### src/rtl/alu_result_stage.sv
// alu_result_stage: picks one of four ALU results by opcode and queues it,
// together with its overflow/error flags and the opcode tag, in a 2-entry
// buffer. The buffer feeds a valid/ready handshake to the consumer.
// A wrapping counter records every accepted operation.
// Optional macro ALU_STICKY_FLAGS_EN adds sticky overflow/error flags.
// Without the macro those outputs are tied low and i_clr_flags is ignored.
module alu_result_stage #(
  parameter int WIDTH = 4,
  parameter int CNT_W = 8
) (
  input  logic               i_clk,
  input  logic               i_rst_n,
  input  logic               i_valid,
  output logic               o_ready,
  input  logic [1:0]         i_sel,
  input  logic [4*WIDTH-1:0] i_y_all,
  input  logic [3:0]         i_ovf_all,
  input  logic [3:0]         i_err_all,
  output logic               o_valid,
  input  logic               i_ready,
  output logic [WIDTH-1:0]   o_y,
  output logic               o_overflow,
  output logic               o_err,
  output logic [1:0]         o_sel,
  output logic [CNT_W-1:0]   o_op_cnt,
  input  logic               i_clr_flags,
  output logic               o_sticky_ovf,
  output logic               o_sticky_err
);

  typedef struct packed {
    logic [WIDTH-1:0] y;
    logic             ovf;
    logic             err;
    logic [1:0]       sel;
  } entry_t;

  typedef enum logic [1:0] {EMPTY, ONE, FULL} state_t;

  state_t           state;
  entry_t           head, tail, in_ent;
  logic             vld_q, rdy_q;
  logic [CNT_W-1:0] cnt;
  logic             push, pop;

  // Handshakes use only the registered valid/ready, so there is no
  // combinational path from i_valid or i_ready to any output.
  assign push = i_valid && rdy_q;
  assign pop  = vld_q && i_ready;

  // Select the addressed result slice and its flags
  always_comb begin
    in_ent     = '0;
    in_ent.y   = i_y_all[i_sel*WIDTH +: WIDTH];
    in_ent.ovf = i_ovf_all[i_sel];
    in_ent.err = i_err_all[i_sel];
    in_ent.sel = i_sel;
  end

  // Buffer control. head always feeds the outputs directly, and tail only
  // holds the second entry while the buffer is FULL. valid/ready are kept as
  // their own registers and updated together with the state.
  always_ff @(posedge i_clk or negedge i_rst_n) begin
    if (!i_rst_n) begin
      state <= EMPTY;
      head  <= '0;
      tail  <= '0;
      vld_q <= 1'b0;
      rdy_q <= 1'b1;
    end else begin
      case (state)
        EMPTY: begin
          if (push) begin
            head  <= in_ent;
            state <= ONE;
            vld_q <= 1'b1;
          end
        end
        ONE: begin
          if (push && pop) begin
            head <= in_ent;
          end else if (push) begin
            tail  <= in_ent;
            state <= FULL;
            rdy_q <= 1'b0;
          end else if (pop) begin
            state <= EMPTY;
            vld_q <= 1'b0;
          end
        end
        FULL: begin
          if (pop) begin
            head  <= tail;
            state <= ONE;
            rdy_q <= 1'b1;
          end
        end
        default: begin
          state <= EMPTY;
          vld_q <= 1'b0;
          rdy_q <= 1'b1;
        end
      endcase
    end
  end

  // Accepted-operation counter. It wraps silently.
  always_ff @(posedge i_clk or negedge i_rst_n) begin
    if (!i_rst_n) cnt <= '0;
    else if (push) cnt <= cnt + 1'b1;
  end

  assign o_ready    = rdy_q;
  assign o_valid    = vld_q;
  assign o_y        = head.y;
  assign o_overflow = head.ovf;
  assign o_err      = head.err;
  assign o_sel      = head.sel;
  assign o_op_cnt   = cnt;

`ifdef ALU_STICKY_FLAGS_EN
  logic sticky_ovf, sticky_err;

  // Sticky flags. A flag set by a push beats a clear in the same cycle.
  always_ff @(posedge i_clk or negedge i_rst_n) begin
    if (!i_rst_n) begin
      sticky_ovf <= 1'b0;
      sticky_err <= 1'b0;
    end else begin
      sticky_ovf <= (sticky_ovf && !i_clr_flags) || (push && in_ent.ovf);
      sticky_err <= (sticky_err && !i_clr_flags) || (push && in_ent.err);
    end
  end

  assign o_sticky_ovf = sticky_ovf;
  assign o_sticky_err = sticky_err;
`else
  logic unused_clr;
  assign unused_clr   = i_clr_flags;
  assign o_sticky_ovf = 1'b0;
  assign o_sticky_err = 1'b0;
`endif

endmodule

### config.mk
export PLATFORM = sky130hd
export DESIGN_NAME = alu_result_stage
export DESIGN_NICKNAME = d
export VERILOG_FILES = /design/src/rtl/alu_result_stage.sv
export SDC_FILE = /design/constraint.sdc
export NUM_CORES = 1
export LEC_CHECK = 0
export CORE_UTILIZATION = 40
export CTS_CLUSTER_DIAMETER = 50
export DETAILED_ROUTE_END_ITERATION = 12
export PLACE_DENSITY = 0.78
export SYNTH_ARGS = -nofsm -noshare
export SYNTH_HDL_FRONTEND = slang
export SYNTH_SLANG_ARGS = --single-unit
### constraint.sdc
create_clock -name i_clk -period 1.8 [get_ports i_clk]
set_input_delay 0.36 -clock i_clk [delete_from_list [all_inputs] [get_ports i_clk]]
set_output_delay 0.36 -clock i_clk [all_outputs]
set_load 0.02 [all_outputs]
* After elaboration in Yosys (flattened, before gate mapping)
Cells that the tools add are included.
** Word-level totals
- Word-level logic and storage cells :: 61
- Output and inout port bits :: 20
- Input port bits :: 31
- Flip-flop bits (word level) :: 28
** Operators by class
- $add $sub $neg :: 1
- Equality and inequality tests :: 10
- Order comparisons :: 1
- Reduce and logical (&&, ||, !) cells :: 10
- Shifts and indexed selects :: 1
- Bitwise logic cells :: 3
- Multiplexer cells :: 23
** Operators by type and width (count)
- two-way mux 8 bit :: 3
- one-hot mux 8 bit (3 select lines) :: 1
- variable part select 16 x 5 -> 4 bit :: 1
- inequality test 2 bit, second input constant :: 7
- AND reduction 4 bit :: 3
- two-way mux 2 bit :: 5
- two-way mux 1 bit :: 9
- adder 8 x 1 -> 8 bit, second input constant :: 1
- one-hot mux 1 bit (3 select lines) :: 2
- one-hot mux 2 bit (3 select lines) :: 1
- AND reduction 5 bit :: 1
- binary-select mux 1 bit (select 2 bit) :: 2
- logical AND 1 bit :: 3
- < comparator 2 x 3 -> 1 bit, second input constant :: 1
- inequality test 3 bit, second input constant :: 1
- inverter 1 bit :: 3
- AND reduction 3 bit :: 1
- nonzero test 3 bit :: 1
- == test 2 x 1 -> 1 bit, second input constant :: 1
- == test 2 bit, second input constant :: 1
- zero test 2 bit :: 1

* Logic depth before layout (Yosys ltp)
Gate-level depths: netlist of the first run.
- Depth after elaboration :: 5
- Mapped depth :: 4
- Mapped depth without buffers :: 4

* Worst setup path after synthesis of the first run
Ideal clock, no wire load.
- Path kind :: reg2reg
- Start :: register rdy_q, in the netlist o_ready
- End :: register head (netlist bit o_sel[0])
- Arrival :: 1.620 ns
- Data required time :: 1.675 ns
- Slack :: 0.056 ns
- Period minus slack after synthesis :: 1.744 ns
- Path buffers :: 0
- Library setup time :: 0.125 ns
- Cell stages (with the launch flop) :: 4
- Path through :: dfstp_2 nand2_2 o32ai_4 mux2_2
** Between the ends
- Cells in the longest elaborated chain, start to end :: 4
- Elaborated cells between the ends (all ways) :: 5
- Classes of those cells :: 2 x eq/ne; 3 x reduce/logical
** Ends and longest elaborated chain
- start, declared :: line 42 : logic vld_q, rdy_q;
- start signal, assigned :: line 69 : rdy_q <= 1'b1;
- start signal, assigned :: line 85 : rdy_q <= 1'b0;
- start signal, assigned :: line 95 : rdy_q <= 1'b1;
- logical AND 1 bit * :: line 48 : assign push = i_valid && rdy_q;
- logical AND 1 bit :: line 80 : if (push && pop) begin
- inequality test 2 bit (no line)
- AND reduction 4 bit (no line) *
- end signal, assigned :: line 74 : head <= in_ent;
- end signal, assigned :: line 81 : head <= in_ent;
- end signal, assigned :: line 93 : head <= tail;
- end, declared :: line 41 : entry_t head, tail, in_ent;
Mark *: on every way between the ends. The rest lies on a longest branch, timed or not.
A chain may end at the register's enable or synchronous reset.

* Final worst setup path of the first run
- Start :: input port i_sel[0]
- End :: register head (netlist bit o_y[0])
** Between the ends
- Cells in the longest elaborated chain, start to end :: 3
- Elaborated cells between the ends (all ways) :: 4
- Classes of those cells :: 1 x shift; 3 x mux
** Ends and longest elaborated chain
- start, declared :: line 15 : input logic [1:0] i_sel,
- variable part select 16 x 5 -> 4 bit * :: line 54 : in_ent.y = i_y_all[i_sel*WIDTH +: WIDTH];
- two-way mux 8 bit (on tied branches) :: line 80, 73
- one-hot mux 8 bit (3 select lines) * :: line 71 : case (state)
Mark *: on every way between the ends. The rest lies on a longest branch, timed or not. The select of a mux whose other input is x is not followed.

==> results of run 1 <==
==> worst reg2reg max path, stage by stage (launching register included) <==
cell	delay [ps]
dfrtp_1	490
nand2b_1	210
buf_4	220
mux2_2	350
mux2_4	260
==> cells in the final DEF (no fill, tap or decap), types with 2 or more instances in the layout <==
master / count
xnor2_1: 2
nor2_1: 3
inv_1: 3
nor3_1: 2
conb_1: 2
clkdlybuf4s50_1: 41
buf_12: 2
mux2_2: 19
nand2_1: 5
nand3_1: 2
mux4_2: 6
clkbuf_4: 3
mux2_4: 6
dfrtp_1: 27
xor2_1: 6
buf_4: 11
o21ai_0: 2
nand2_2: 2
dlymetal6s2s_1: 5
==> power groups by stage <==
stage                     Combinational (mW)  Sequential, mW  Clock, mW
after floorplan                        0.511            1.26          0
after global placement                  1.21            1.08          0
after detailed placement                1.24            1.10          0
after CTS                               1.24            1.09      0.314
after global routing                    1.31            1.12      0.337
final                                   1.21            1.09      0.300
==> cell usage after synthesis, types with 3 or more instances <==
cell,number
mux2_4,6
dfrtp_1,27
mux4_2,6
nand2_1,5
nor2_1,3
xor2_1,6
inv_1,3
mux2_2,19
==> kinds of logic after synthesis <==
| group | after synthesis | share of synthesized area |
|---|---|---|
| other | 1 | 0.00260 |
| XOR/XNOR | 8 | 0.0486 |
| AO/OA/AOI/OAI | 9 | 0.0547 |
| flip-flops | 28 | 0.487 |
| multiplexers | 31 | 0.304 |
| adder cells (fa/ha/maj) | 1 | 0.00867 |
| AND/OR/NAND/NOR | 17 | 0.0581 |
| buffers and inverters | 8 | 0.0364 |
==> repair_timing <==
action,4_1_cts,5_1_grt
gates resized for setup,1,5
hold buffers,0,0
setup endpoints to repair,1,8
==> metal layers <==
layer | vias to the layer above | GRT usage | share of wire
met2 | 46 | 0.278 | 0.49
li1 | 487 | - | -
met3 | 2 | 0.0290 | 0.069
met1 | 495 | 0.210 | 0.44
met5 | - | 0 | 0
met4 | 0 | 0.0635 | 0.0042
==> registers in the layout, summed over array words and instances, names as in the netlist <==
register    count
tail            8
o_y             4
o_err           1
o_valid         1
o_ready         1
state           2
o_op_cnt        8
o_sel           2
o_overflow      1
==> cell type report <==
cell class                      instances  area, sq um  area share
Clock buffer                            4         36.3      0.0173
Multi-Input combinational cell         68          692       0.329
Inverter                                3         11.3     0.00535
Timing Repair Buffer                   60          604       0.287
Tap cell                               46         57.6      0.0274
Sequential cell                        28          702       0.334
==> worst paths after layout <==
| check | endpoint | cells after the start |
|---|---|---|
| worst max-delay path | o_y[0] | 5 |
| max in group asynchronous | o_op_cnt[5] | 2 |
| worst min register to register | o_op_cnt[7] | 1 |
| worst max register to register | o_y[3] | 4 |
| min in group i_clk | o_op_cnt[7] | 1 |
| worst min-delay path | o_valid | 1 |
==> metrics by stage <==
step           setup slack (ps)  area [sq um]  power (mW)   util
2_1_floorplan              55.7          1450        1.77      -
3_3_place_gp               -335          2060        2.29  0.606
3_5_place_dp               -357          2060        2.34  0.606
4_1_cts                    8.08          2090        2.64  0.617
5_1_grt                   -9.64          2100        2.77  0.621
6_report                   7.47          2100        2.60  0.621
==> results_dict.tcl, run 1 <==
set metrics [dict create \
    cpMaxStageDelayCell "mux4_2" \
    initial_utilization 0.426 \
    synth_top_area_frac 0.468 \
    period_needed_ps 1790 \
    cp-start-kind "input port" \
    ys_warn_count 0 \
    netlist.top_cell.by_area "dfrtp_1" \
    clock_path_buffers 2 \
    power_frac_clock 0.115 \
    wirelength_um 2850 \
    p_seq_frac 0.418 \
    cts-root-buf "clkbuf_4" \
    drive_gt1_frac 0.319 \
    power_frac_comb 0.467 \
    critical_path.startpoint "i_sel[0]" \
    cts_tree "built" \
    worstSetupPathType "in -> reg" \
    grt_pass1_wl_um 4550 \
    path_buf_inv 2 \
    die_h_um 62.1 \
    reg2reg_from "state[1]" \
    yosysUniqueCellTypes 29 \
    leakage_nw 0.973 \
    die_x_um 62.1 \
    grt_usage 0.164 \
    end_kind "flip-flop" \
    rsz0062_at_grt "true" \
    dp_cells 205 \
    drtAntennaViolNets 0 \
    path_clk_slew_ps 140 \
    drt_iter0_drc 24 \
    status "finished clean" \
    crit_path_max_fanout 5 \
    fillers 258 \
    hold_path.class "in -> async" \
    first_global_vias 1047 \
    coreArea_sq_um 3390 \
    dp_hpwl_um 2300 \
    seq_area_frac_synth 0.487 \
    drv_cap 0 \
    synth_area_leaders "dfrtp_1 (47%), mux2_2 (15%), mux4_2 (9.4%)" \
    post_cts_buffers 0 \
    synthCells 103 \
    timing.reg2reg.setup_slack_ps 180 \
    max_freq_mhz 558 \
    whs_ps 339 \
    p_switching_mw 0.870 \
    synth_area_sq_um 1440 \
    io_pins 51 \
    setup-violations-final 0 \
    path_delay_family "multiplexers" \
    vias 1030 \
    cts_sinks 28 \
    critPathRequiredTime_ps 2020 \
    htreeDepth 1 \
    antenna_found_initial 0 \
    vdd_drop_max_v 0.000473 \
    avgRoutedWirePerCell_um 13.7 \
    first_pass_iters 4 \
    critPathArrivalTime_ps 2020 \
    powerDensity_nw_per_um2 1240 \
    die_area_sq_um 3850 \
    synthArstFlopShare 1.00 \
    hold_viol 0 \
    finalClockSkew_ps 2.48 \
    finalSetupTns_ps 0 \
    synth-main-ff-cell "dfrtp_1" \
    viasPerCell 4.93 \
    clock_latency_ps 320 \
    portBuffers 47 \
    crit_chain "clkdlybuf4s50_1, buf_4, mux4_2, mux2_2, mux2_4" \
    layout.cells.non_filler 209 \
    overflow 0 \
    drc 0 \
    synth-seq-cells 28 \
    area_growth_syn_to_layout_pct 45.8 \
    syn_area_per_cell_sq_um 14.0 \
    grt_max_degree 21 \
    cts_buffers 3 \
    period_share 0.996 \
    rows 21 \
    diodes 0 \
    switching_share 0.335 \
    internal_power_mw 1.73 \
    slowest_delay_ps 510 \
    fin_nets 196 \
    finalMaxSlewViolations 0 \
    synth-edff-count 0 \
    gp_congestion 0.737 \
]
Power figures use the tool's default switching activity.
==> inputs of run 2 (changes only) <==
--- a/config.mk
+++ b/config.mk
@@ -5,9 +5,11 @@
 export SDC_FILE = /design/constraint.sdc
 export NUM_CORES = 1
 export LEC_CHECK = 0
+export CORE_MARGIN = 5
 export CORE_UTILIZATION = 40
 export CTS_CLUSTER_DIAMETER = 50
 export DETAILED_ROUTE_END_ITERATION = 12
+export MAX_ROUTING_LAYER = met4
 export PLACE_DENSITY = 0.78
 export SYNTH_ARGS = -nofsm -noshare
 export SYNTH_HDL_FRONTEND = slang
==> results_dict.tcl, run 2 (synthesis results as in run 1) <==
set metrics [dict create \
    status "finished clean" \
    cts_buffers 3 \
    die_x_um 70.1 \
    postPlaceCellArea_sq_um 2030 \
    critPathArrivalTime_ps 1960 \
    first_pass_iters 2 \
    slowest_delay_ps 690 \
    final_common_cell "clkdlybuf4s50_1" \
    cpMaxStageDelayCell "clkdlybuf4s50_1" \
    leakage_nw 0.952 \
    vdd_drop_max_v 0.000601 \
    diodes 0 \
    crit_path_max_fanout 8 \
    fin_nets 194 \
    worstSetupPathType "in -> reg" \
    die_h_um 70.1 \
    final_cell_mix "clkdlybuf4s50_1 (41), dfrtp_1 (27), mux2_2 (19)" \
    viasPerCell 4.92 \
    clock_latency_ps 310 \
    htreeDepth 1 \
    grt_pass1_wl_um 5300 \
    utilization 0.608 \
    antenna_found_initial 0 \
    avgRoutedWirePerCell_um 14.9 \
    finalSetupTns_ps 0 \
    cts-root-buf "clkbuf_4" \
    post_cts_buffers 0 \
    cp-start-kind "input port" \
    drc 0 \
    end_kind "flip-flop" \
    path_clk_slew_ps 140 \
    drive_gt1_frac 0.311 \
    cts_tree "built" \
    initial_utilization 0.422 \
    die_area_sq_um 4910 \
    powerDensity_nw_per_um2 1250 \
    area_growth_syn_to_layout_pct 43.9 \
    grt_max_degree 29 \
    period_needed_ps 1750 \
    fin_area_sq_um 2080 \
    first_global_vias 1171 \
    setup-violations-final 0 \
    hold_path.class "in -> async" \
    overflow 0 \
    rows 21 \
    coreArea_sq_um 3420 \
    grt_usage 0.134 \
    drt_iter0_drc 25 \
    total_power_mw 2.60 \
    drv_cap 0 \
    hold_viol 0 \
    max_freq_mhz 572 \
    portBuffers 47 \
    finalMaxSlewViolations 0 \
    cts_sinks 28 \
    period_share 0.971 \
    dp_hpwl_um 2480 \
    wirelength_um 3080 \
    rsz0062_at_grt "false" \
    gp_congestion 0.741 \
    finalClockSkew_ps 5.61 \
    crit_chain "clkdlybuf4s50_1, mux4_2, mux2_2, mux2_4" \
    vias 1019 \
    io_pins 51 \
    drtAntennaViolNets 0 \
    clock_path_buffers 2 \
    critPathRequiredTime_ps 2010 \
]
## run 2: final timing paths
kind | start | end | slack [ps] | cells after the start
min reg2reg | o_op_cnt[7] | o_op_cnt[7] | 480 | 1
min in group i_clk | o_op_cnt[7] | o_op_cnt[7] | 480 | 1
max in group asynchronous | i_rst_n | o_ready | 1100 | 2
min | i_rst_n | o_op_cnt[0] | 400 | 2
max reg2reg | state[1] | o_y[3] | 190 | 4
max | i_sel[1] | o_y[3] | 50 | 4
## run 2: routing by layer
metal,vias to the layer above,part of all wire,wire length (um),GRT usage
met1,500,0.45,1400,0.166
met5,-,0,0,-
li1,482,-,-,-
met2,37,0.49,1520,0.231
met3,0,0.052,160,0.0301
met4,0,0,0,0.0149
## run 2: power breakdown
group / leakage (nW) / switching [mW] / internal (mW) / total, mW
logic: 0.585 / 0.503 / 0.713 / 1.22
clock network: 0.0210 / 0.171 / 0.123 / 0.294
registers: 0.345 / 0.196 / 0.892 / 1.09
## run 2: through the flow
stage / setup WS, ps / instances / hold slack (ps)
detailed placement: -377 / 203 / 466
global placement: -343 / 203 / 458
floorplan: 55.7 / 104 / 64.4
global route: 4.86 / 207 / 424
CTS: 1.80 / 207 / 409
finish: 52.2 / 207 / 402
## run 2: cell type report
| class | count | area (sq um) |
|---|---|---|
| Clock buffer | 4 | 36.3 |
| Fill cell | 304 | 1340 |
| Inverter | 3 | 11.3 |
| Multi-Input combinational cell | 68 | 692 |
| Sequential cell | 28 | 702 |
| Tap cell | 46 | 57.6 |
| Timing Repair Buffer | 58 | 577 |
## run 2: repair_timing
| action | 4_1_cts | 5_1_grt |
|---|---|---|
| gates resized for setup | 3 | 4 |
| setup endpoints to repair | 6 | 4 |
| hold buffers | 0 | 0 |
| pin swaps | 0 | 0 |
| endpoints found under the hold margin | 0 | 0 |
## run 2: critical path: cells and delay by family
family	cells	cell delay [ps]
mux	3	910
buf+inv	1	690
